<file path="config.mk">
export PLATFORM = sky130hd
export DESIGN_NAME = mdu_iterative_flat
export DESIGN_NICKNAME = d
export VERILOG_FILES = /design/src/rtl/mdu_iterative_if.sv /design/src/rtl/mdu_iterative.sv /design/src/flat_wrapper.sv
export SDC_FILE = /design/constraint.sdc
export NUM_CORES = 1
export LEC_CHECK = 0
export CORE_MARGIN = 1
export CORE_UTILIZATION = 45
export CTS_CLUSTER_SIZE = 30
export DETAILED_ROUTE_END_ITERATION = 8
export RECOVER_POWER = 100
export SLEW_MARGIN = 10
export SYNTH_ARGS = -nofsm -noshare
export SYNTH_HDL_FRONTEND = slang
export SYNTH_SLANG_ARGS = --single-unit
</file>
<file path="constraint.sdc">
create_clock -name clk -period 7.8 [get_ports clk]
set_clock_uncertainty 0.1 [all_clocks]
set_input_delay 2.34 -clock clk [delete_from_list [all_inputs] [get_ports clk]]
set_output_delay 2.34 -clock clk [all_outputs]
set_load 0.01 [all_outputs]
</file>
<file path="src/rtl/mdu_iterative_if.sv">
// rtl/mdu_iterative_if.sv - request/response bundle between EX stage and the iterative MDU
interface mdu_iterative_if #(
  parameter int XLEN = 32
);
  logic            start;
  logic            flush;
  logic [2:0]      function_3;
  logic [XLEN-1:0] operand_a;
  logic [XLEN-1:0] operand_b;
  logic            busy;
  logic            done;
  logic [XLEN-1:0] result;

  modport master (
    output start, flush, function_3, operand_a, operand_b,
    input  busy, done, result
  );

  modport slave (
    input  start, flush, function_3, operand_a, operand_b,
    output busy, done, result
  );
endinterface

</file>
<file path="src/rtl/mdu_iterative.sv">
// rtl/mdu_iterative.sv - RV32M multiply/divide unit, one radix-2 step per cycle on magnitudes
module mdu_iterative #(
  parameter int XLEN = 32
) (
  input  logic           clk,
  input  logic           rst,
  mdu_iterative_if.slave bus
);
  localparam int CW = $clog2(XLEN) + 1;

  typedef enum logic [1:0] {IDLE, CALC, DONE} state_t;

  state_t            state, state_next;
  logic [CW-1:0]     counter;
  logic [2:0]        op;
  logic [XLEN-1:0]   mag_b;
  logic [2*XLEN-1:0] acc;
  logic              neg_res;
  logic              neg_rem;
  logic [XLEN-1:0]   result_q;

  // Operand decode at capture time
  logic            in_mul, signed_a, signed_b, sign_a, sign_b;
  logic [XLEN-1:0] abs_a, abs_b;
  logic            div_by_zero, div_overflow, special;
  logic [XLEN-1:0] special_val;
  logic            accept;

  always_comb begin
    in_mul       = !bus.function_3[2];
    signed_a     = in_mul ? (bus.function_3 != 3'b011) : !bus.function_3[0];
    signed_b     = in_mul ? !bus.function_3[1]         : !bus.function_3[0];
    sign_a       = signed_a && bus.operand_a[XLEN-1];
    sign_b       = signed_b && bus.operand_b[XLEN-1];
    abs_a        = sign_a ? -bus.operand_a : bus.operand_a;
    abs_b        = sign_b ? -bus.operand_b : bus.operand_b;
    div_by_zero  = !in_mul && (bus.operand_b == '0);
    div_overflow = !in_mul && !bus.function_3[0]
                   && (bus.operand_a == {1'b1, {(XLEN-1){1'b0}}})
                   && (bus.operand_b == '1);
    special      = div_by_zero || div_overflow;
    if (div_by_zero)
      special_val = bus.function_3[1] ? bus.operand_a : '1;
    else
      special_val = bus.function_3[1] ? '0 : {1'b1, {(XLEN-1){1'b0}}};
    accept = (state == IDLE) && bus.start && !bus.flush;
  end

  // Single step: acc = {high/remainder, low/quotient-being-built}
  logic [XLEN:0]     mul_sum;
  logic [2*XLEN-1:0] mul_next;
  logic [XLEN:0]     r_shift;
  logic [XLEN-1:0]   div_diff;
  logic              div_ge;
  logic [2*XLEN-1:0] div_next;
  logic [2*XLEN-1:0] acc_next;
  logic [2*XLEN-1:0] prod_fix;
  logic [XLEN-1:0]   quot_fix, rem_fix, final_val;
  logic              last_step;

  always_comb begin
    mul_sum  = {1'b0, acc[2*XLEN-1:XLEN]} + (acc[0] ? {1'b0, mag_b} : '0);
    mul_next = {mul_sum, acc[XLEN-1:1]};
    r_shift  = {acc[2*XLEN-1:XLEN], acc[XLEN-1]};
    div_ge   = r_shift >= {1'b0, mag_b};
    div_diff = r_shift[XLEN-1:0] - mag_b;
    div_next = div_ge ? {div_diff, acc[XLEN-2:0], 1'b1}
                      : {r_shift[XLEN-1:0], acc[XLEN-2:0], 1'b0};
    acc_next = op[2] ? div_next : mul_next;

    prod_fix = neg_res ? -acc_next : acc_next;
    quot_fix = neg_res ? -acc_next[XLEN-1:0] : acc_next[XLEN-1:0];
    rem_fix  = neg_rem ? -acc_next[2*XLEN-1:XLEN] : acc_next[2*XLEN-1:XLEN];
    if (!op[2])
      final_val = (op[1:0] == 2'b00) ? prod_fix[XLEN-1:0] : prod_fix[2*XLEN-1:XLEN];
    else
      final_val = op[1] ? rem_fix : quot_fix;
    last_step = (counter == CW'(XLEN - 1));
  end

  always_ff @(posedge clk) begin
    if (rst) state <= IDLE;
    else     state <= state_next;
  end

  always_comb begin
    state_next = state;
    bus.busy   = 1'b0;
    bus.done   = 1'b0;
    case (state)
      IDLE: begin
        if (accept) state_next = special ? DONE : CALC;
      end
      CALC: begin
        bus.busy = 1'b1;
        if (bus.flush)      state_next = IDLE;
        else if (last_step) state_next = DONE;
      end
      DONE: begin
        bus.done   = 1'b1;
        state_next = IDLE;
      end
      default: state_next = IDLE;
    endcase
  end

  // result only moves on entry to DONE, so a flushed op leaves it untouched
  always_ff @(posedge clk) begin
    if (rst) begin
      counter  <= '0;
      op       <= '0;
      mag_b    <= '0;
      acc      <= '0;
      neg_res  <= 1'b0;
      neg_rem  <= 1'b0;
      result_q <= '0;
    end else if (accept) begin
      counter <= '0;
      op      <= bus.function_3;
      mag_b   <= abs_b;
      acc     <= {{XLEN{1'b0}}, abs_a};
      neg_res <= sign_a ^ sign_b;
      neg_rem <= sign_a;
      if (special) result_q <= special_val;
    end else if (state == CALC && !bus.flush) begin
      acc     <= acc_next;
      counter <= counter + CW'(1);
      if (last_step) result_q <= final_val;
    end
  end

  assign bus.result = result_q;
endmodule

</file>
<file path="src/flat_wrapper.sv">
// flat-port wrapper written by rule: the top's interface ports become plain ports
module mdu_iterative_flat 
#(
  parameter int XLEN = 32
)
  (clk, rst, bus_start, bus_flush, bus_function_3, bus_operand_a, bus_operand_b, bus_busy, bus_done, bus_result);
  mdu_iterative_if #(.XLEN(XLEN)) bus_i ();
  input  logic clk;
  input  logic rst;
  input wire logic [$bits(bus_i.start)-1:0] bus_start;
  input wire logic [$bits(bus_i.flush)-1:0] bus_flush;
  input wire logic [$bits(bus_i.function_3)-1:0] bus_function_3;
  input wire logic [$bits(bus_i.operand_a)-1:0] bus_operand_a;
  input wire logic [$bits(bus_i.operand_b)-1:0] bus_operand_b;
  output wire logic [$bits(bus_i.busy)-1:0] bus_busy;
  output wire logic [$bits(bus_i.done)-1:0] bus_done;
  output wire logic [$bits(bus_i.result)-1:0] bus_result;
  assign bus_i.start = bus_start;
  assign bus_i.flush = bus_flush;
  assign bus_i.function_3 = bus_function_3;
  assign bus_i.operand_a = bus_operand_a;
  assign bus_i.operand_b = bus_operand_b;
  assign bus_busy = bus_i.busy;
  assign bus_done = bus_i.done;
  assign bus_result = bus_i.result;
  mdu_iterative #(.XLEN(XLEN)) u_core (.clk(clk), .rst(rst), .bus(bus_i));
endmodule
</file>
======== Word-level counts from Yosys, hierarchy flattened ========
Index checks and enable logic that the tools add are counted.
storage, ports and cells
  word-level logic and storage cells ...... 78
  output and inout port bits .............. 34
  input bits .............................. 71
  register bits after elaboration ......... 141
operators by class
  equal/unequal tests ..................... 9
  add/sub/neg operators ................... 8
  multiplexer cells ....................... 29
  $lt $le $gt $ge ......................... 1
  bitwise operators ....................... 1
  reduce and logical (&&, ||, !) cells .... 21
operators with widths
  kind                  number
  $mux 32               17
  $mux 64               3
  $neg 32->32           4
  $eq 32x32->1 const B  2
  $neg 64->64           1
  $add 32x32->33        1
  $ge 33x32->1          1
  $logic_not 32->1      1
  $sub 32x32->32        1
  $logic_and 1x1->1     9
  $mux 2                4
  $add 6x1->6 const B   1
  $eq 6x5->1 const B    1
  $ne 3x2->1 const B    2
  $logic_not 2->1       2
  $mux 1                4
  $ne 2x1->1 const B    2
  $pmux 2 s2            1
  $reduce_bool 2->1     2
  $logic_not 1->1       3
  $reduce_and 3->1      1
  $eq 2x1->1 const B    1
  $eq 2x2->1 const B    1
  $reduce_and 2->1      1
  other kinds (3)       3

======== Depth between registers and ports, before layout ========
  depth after elaboration ................. 10
  gate-level depth with buffers ........... 25
  mapped depth without buffers ............ 22

======== Least setup slack after synthesis ========
OpenSTA, ideal clock, no wires.
  kind .................................... reg2reg
  from .................................... reg u_core.op[2]
  to ...................................... reg u_core.result_q[18], in the netlist u_core.bus.result[18]
  library setup time ...................... 132 ps
  setup slack ............................. 2,325 ps
  stages on the path, launching flop included .. 24
  clock period less this slack ............ 5,475 ps
  arrival ................................. 5,243 ps
  cell sequence ........................... dfxtp_1 -> buf_2 -> buf_2 -> buf_2 -> clkbuf_1 -> clkbuf_1 -> buf_2 -> buf_2 -> buf_1 -> buf_2 -> nand2_1 -> o21ai_0 -> ha_1 -> o211ai_1 -> or2_2 -> nor2_1 -> nand3_1 -> nand2b_1 -> nand2b_1 -> nor4_2 -> a21oi_1 -> xor2_1 -> a221oi_1 -> nor3_1
on the way
  longest elaborated chain between the ends .. 8
  elaborated cells between the ends (all ways) .. 13
ends and longest elaborated chain
  what                                 RTL line                                  text
  start: declaration                   mdu_iterative.sv:15                       logic [2:0] op;
  start signal: assignment             mdu_iterative.sv:119                      op <= bus.function_3;
  $mux 64                              mdu_iterative.sv:69                       acc_next = op[2] ? div_next : mul_next;
  $neg 64->64 (tied with other cells)  mdu_iterative.sv:71                       prod_fix = neg_res ? -acc_next : acc_next;
  $mux 64 (tied with other cells)      mdu_iterative.sv:71
  $mux 32 (on tied branches)           mdu_iterative.sv:75, mdu_iterative.sv:77
  $mux 32 (*)                          mdu_iterative.sv:74                       if (!op[2])
  $mux 32 (*)                          mdu_iterative.sv:128                      if (last_step) result_q <= final_val;
  $mux 32 (*)                          mdu_iterative.sv:125                      end else if (state == CALC && !bus.flush) begin
  $mux 32 (*)                          mdu_iterative.sv:117                      end else if (accept) begin
  end signal: assignment               mdu_iterative.sv:124                      if (special) result_q <= special_val;
  end signal: assignment               mdu_iterative.sv:128
  end: declaration                     mdu_iterative.sv:20                       logic [XLEN-1:0] result_q;
Every way passes the cells marked *; elsewhere a longest branch is shown, timed or not. The select of a mux whose other input is x is not followed.
A chain may end at the register's enable or synchronous reset.

======== Final worst setup path ========
  from .................................... reg u_core.mag_b[28]
  to ...................................... reg u_core.result_q[29], in the netlist u_core.bus.result[29]
on the way
  longest elaborated chain between the ends .. 10
  elaborated cells between the ends (all ways) .. 18
ends and longest elaborated chain
  what                                       RTL line                                  text
  start: declaration                         mdu_iterative.sv:16                       logic [XLEN-1:0] mag_b;
  start signal: assignment                   mdu_iterative.sv:120                      mag_b <= abs_b;
  $mux 32 (tied with other cells)            mdu_iterative.sv:62                       mul_sum = {1'b0, acc[2*XLEN-1:XLEN]} + (acc[0] ? {1'b0, mag_b} : '0);
  $add 32x32->33 or $mux 64 (tied branches)  mdu_iterative.sv:62, mdu_iterative.sv:67
  $mux 64 (*)                                mdu_iterative.sv:69
  $neg 64->64 (tied with other cells)        mdu_iterative.sv:71
  $mux 64 (tied with other cells)            mdu_iterative.sv:71
  $mux 32 (on tied branches)                 mdu_iterative.sv:75, mdu_iterative.sv:77
  $mux 32 (*)                                mdu_iterative.sv:74
  $mux 32 (*)                                mdu_iterative.sv:128
  $mux 32 (*)                                mdu_iterative.sv:125
  $mux 32 (*)                                mdu_iterative.sv:117
Marks and branches as above.

==> out/results.tsv <==
metric	value	unit
layout overhead on the synthesized area	11.58	%
Most used DFF post-synth	sky130_fd_sc_hd__dfxtp_1	
Post-DRT Antenna Nets	0	
cell depth of the worst min-delay path	2	
post-synthesis average cell area	7.015	µm²
kind of cell with the highest combined delay on the critical path	simple AND/OR/NAND/NOR gates	
Critical Path Fanout Max	19	
CTS Buf Count	17	
status	complete, but fails checks	
filler cell count	3419	
Mapped Nets	2314	
WP data required	8.06	ns
fraction of final layout cells with drive strength greater than 1	0.05826	
placed cell count	2614	
first drt pass iteration count	5	
end of the worst hold path	u_core.counter[1]	
slew at the pin closest to its max-slew limit	1.882	ns
HPWL Detailed	47510	µm
count of final hold-check violations	0	
Port Buf Inserts	104	
Max Slew Vio Count	40	
area of the die	34580	µm²
Critical R2R Launch	u_core.mag_b[28]	
standard-cell row count	67	
count of placed standard cells in the final layout, fillers left out	2646	
commonest non-fill, non-tap cell in the layout	sky130_fd_sc_hd__nor2_1	
Detailed Route Iter0 Violations	1734	
H-tree levels	4	
Ports	105	
path class of the lowest-slack min-delay path	reg -> reg	
clock tree root buffer cell	sky130_fd_sc_hd__clkbuf_16	
Max IR drop VDD	182.2	µV
CP endpoint kind	flop	
sum of routed wire length over all layers	61930	µm
commonest non-fill, non-tap cells in the layout	sky130_fd_sc_hd__nor2_1, sky130_fd_sc_hd__nand2_1, sky130_fd_sc_hd__a21oi_1, sky130_fd_sc_hd__o21ai_0, sky130_fd_sc_hd__dfxtp_1	
final setup violation count	0	
cell at the slowest stage of the critical path	sky130_fd_sc_hd__nor4_1	
clock transition at the registers of the reported paths	0.06	ns
global-route wire length before repair	93520	µm
Vias/cell	6.458	
net count reported at finish	2328	
drc violations	0	
combined area of all synthesized cells	15230	µm²
failing checks	max-capacitance violations, max-slew violations	
signal arrival time at the worst endpoint	7.04	ns
Post-Syn Instances	2171	
register bit total from synthesis	141	
worst reg2reg endpoint	u_core.bus.result[29]	
Register-to-Register Setup Slack	1.02	ns
type of the worst setup path	reg -> reg	
effective utilization at floorplan	0.4553	
highest achievable clock rate	147.5	MHz
number of distinct standard cells referenced by the synthesized netlist	100	
setup repair after global routing missed its margin	no	
Chip Width	186.0	µm
maximum root-to-sink buffer count	2	
Core ar.	33450	µm²
cell occurring most often along the worst timing path	sky130_fd_sc_hd__nand2_1	
Async SR Flop Fraction	0	
largest incremental delay on the critical path	1.09	ns
global-route usage over all layers	0.3585	
clock tree from TritonCTS	done	
share of the clock period used by the worst path	0.8689	
Die Span Y	186.0	µm
largest net degree at the start of global routing	91	
number of setup buffers added after CTS	0	
Synthesis Warnings	0	
number of global-route vias before repair	15570	
Power Dens Cells	146.6	nW/µm²
Clock Latency Late Sink	0.46	ns
sum of overflow across all layers after global routing	0	
core utilization of the finished layout	0.5081	
count of flip-flops with a built-in enable after synthesis	0	
number of clock sinks seen by CTS	141	
portion of the post-synthesis area used by sequential elements	0.1853	
total leakage power	6.358	nW
Routed wire per std cell	23.40	µm
post-cts gate resize count	0	
max-slew headroom at the worst pin	-0.2547	
initial antenna violation count	2	
kind of launch point of the worst setup path	flop	
sum of negative setup slack	0	ns
count of buffering cells on the critical path with inverters included	1	
reg2reg path depth	15	
cell-by-cell listing of the critical path	inv_1, ha_1, a21oi_1, o21ai_2, a2111oi_4, o211a_1, nand2_1, nand3_1, o2111ai_1, nor4_1, nand2_1, or4_1, o31ai_1, a311oi_1, a211oi_1	
Min Clock Period, post-route	6.778	ns
Hold Crit Start	u_core.counter[1]	
CTS hold repair buffers	0	
number of max-cap violations	1	
routed vias	17090	
weighted congestion reported at the end of routability-driven placement	0.9945	
==> worst max-delay path by stage <==
| stage | slack (ns) | start | end | cells past startpoint |
|---|---|---|---|---|
| 6_report | 1.02 | u_core.mag_b[28] | u_core.bus.result[29] | 15 |
| 4_1_cts | 1.83 | bus_operand_b[6] | u_core.bus.result[26] | 12 |
| 2_1_floorplan | 2.33 | u_core.op[2] | u_core.bus.result[18] | 23 |
| 3_5_place_dp | 1.35 | bus_operand_b[6] | u_core.bus.result[14] | 12 |
| 3_3_place_gp | 1.48 | bus_operand_b[6] | u_core.bus.result[22] | 12 |
| 5_1_grt | 0.84 | u_core.mag_b[28] | u_core.bus.result[28] | 15 |
==> state kept, by name, indices dropped and copies added (netlist names) <==
register	cells
u_core.neg_rem	1
u_core.neg_res	1
u_core.mag_b	32
u_core.acc	64
u_core.counter	6
u_core.op	3
u_core.state	2
u_core.bus.result	32
==> stage by stage <==
stage	hold slack [ns]	worst slack (ns)	area, µm²	power, mW
3_5_place_dp	0.3742	1.351	16480	1.659
3_3_place_gp	0.3620	1.480	16480	1.656
6_report	0.3834	1.022	16990	2.492
2_1_floorplan	0.3403	2.325	15230	1.376
4_1_cts	0.3837	1.835	17030	2.476
5_1_grt	0.4033	0.8413	16990	2.589
==> power breakdown <==
part,internal [mW],total (mW),switching (mW)
Clock,0.449,0.820,0.371
Sequential,0.746,0.791,0.0450
Combinational,0.298,0.881,0.584
==> worst reg2reg max path: stages, from the launching register on <==
cell	delay, ns
sky130_fd_sc_hd__dfxtp_1	0.57
sky130_fd_sc_hd__inv_1	0.10
sky130_fd_sc_hd__ha_1	0.37
sky130_fd_sc_hd__a21oi_1	0.20
sky130_fd_sc_hd__o21ai_2	0.15
sky130_fd_sc_hd__a2111oi_4	0.49
sky130_fd_sc_hd__o211a_1	0.66
sky130_fd_sc_hd__nand2_1	0.73
sky130_fd_sc_hd__nand3_1	0.33
sky130_fd_sc_hd__o2111ai_1	0.49
sky130_fd_sc_hd__nor4_1	1.09
sky130_fd_sc_hd__nand2_1	0.36
sky130_fd_sc_hd__or4_1	0.52
sky130_fd_sc_hd__o31ai_1	0.22
sky130_fd_sc_hd__a311oi_1	0.07
sky130_fd_sc_hd__a211oi_1	0.23
==> synth_stat cells, types with 6 or more instances <==
cell type	number	area (µm²)
sky130_fd_sc_hd__nor2_1	268	1006
sky130_fd_sc_hd__a22oi_1	7	52.55
sky130_fd_sc_hd__buf_2	19	95.09
sky130_fd_sc_hd__ha_1	70	875.8
sky130_fd_sc_hd__dfxtp_1	141	2823
sky130_fd_sc_hd__o2111ai_1	9	78.83
sky130_fd_sc_hd__nand2_1	227	852.1
sky130_fd_sc_hd__a21o_1	19	142.6
sky130_fd_sc_hd__clkbuf_1	95	356.6
sky130_fd_sc_hd__xnor2_1	99	867.1
sky130_fd_sc_hd__o31ai_1	33	247.7
sky130_fd_sc_hd__a21oi_1	202	1011
sky130_fd_sc_hd__or3_1	23	143.9
sky130_fd_sc_hd__o21ai_0	146	730.7
sky130_fd_sc_hd__o21bai_1	11	82.58
sky130_fd_sc_hd__o211ai_1	30	225.2
sky130_fd_sc_hd__o22ai_1	6	37.54
sky130_fd_sc_hd__inv_1	69	259.0
sky130_fd_sc_hd__buf_1	17	63.81
sky130_fd_sc_hd__nor4_1	16	100.1
sky130_fd_sc_hd__nor3_1	64	320.3
sky130_fd_sc_hd__buf_6	6	67.56
sky130_fd_sc_hd__o21a_1	10	75.07
sky130_fd_sc_hd__mux2_2	9	101.4
sky130_fd_sc_hd__a31o_2	7	61.31
sky130_fd_sc_hd__o41ai_1	10	87.58
sky130_fd_sc_hd__nand2b_1	13	81.33
sky130_fd_sc_hd__mux2i_1	37	370.4
sky130_fd_sc_hd__nor2b_1	13	81.33
sky130_fd_sc_hd__or2_2	12	75.07
sky130_fd_sc_hd__a31oi_1	23	143.9
sky130_fd_sc_hd__nor4b_1	8	70.07
sky130_fd_sc_hd__and2_1	44	275.3
sky130_fd_sc_hd__a311oi_1	10	87.58
sky130_fd_sc_hd__or4_1	10	75.07
sky130_fd_sc_hd__nand3b_1	7	52.55
sky130_fd_sc_hd__o21ai_1	9	45.04
sky130_fd_sc_hd__a221oi_1	38	332.8
sky130_fd_sc_hd__nand3_1	30	150.1
sky130_fd_sc_hd__nand4_1	28	175.2
sky130_fd_sc_hd__xor2_1	69	604.3
sky130_fd_sc_hd__a211oi_1	69	518.0
sky130_fd_sc_hd__and3_1	19	118.9
==> per-layer routing <==
metal  GRT usage  wire length [µm]  vias to the layer above
li1            -                 -                     7999
met1      0.5046             28050                     8184
met2      0.5363             26010                      802
met3     0.07357              5999                      100
met4      0.1233              1857                        2
met5           0                13                        -
==> logic make-up (layout without fill, tap and decap cells) <==
| family | after synthesis | after routing | synth area share |
|---|---|---|---|
| flops | 141 | 141 | 0.1853 |
| buf+inv | 213 | 239 | 0.05849 |
| xor+xnor | 168 | 168 | 0.09662 |
| other cells | 0 | 1 | 0 |
| compound gates | 713 | 713 | 0.3103 |
| mux | 46 | 46 | 0.03097 |
| fa+ha+maj | 72 | 72 | 0.06014 |
| simple gates | 818 | 818 | 0.2581 |
==> final cells by class <==
type	count	area (µm²)	share of cell area
Multi-Input combinational cell	1817	11500	0.6769
Clock inverter	12	113.9	0.006700
Antenna cell	1	2.502	0.0001473
Tap cell	448	560.5	0.03298
Sequential cell	141	2826	0.1663
Timing Repair Buffer	138	1280	0.07532
Clock buffer	19	442.9	0.02606
Inverter	70	265.3	0.01561
Note: power is estimated with default switching activity, not from simulation.
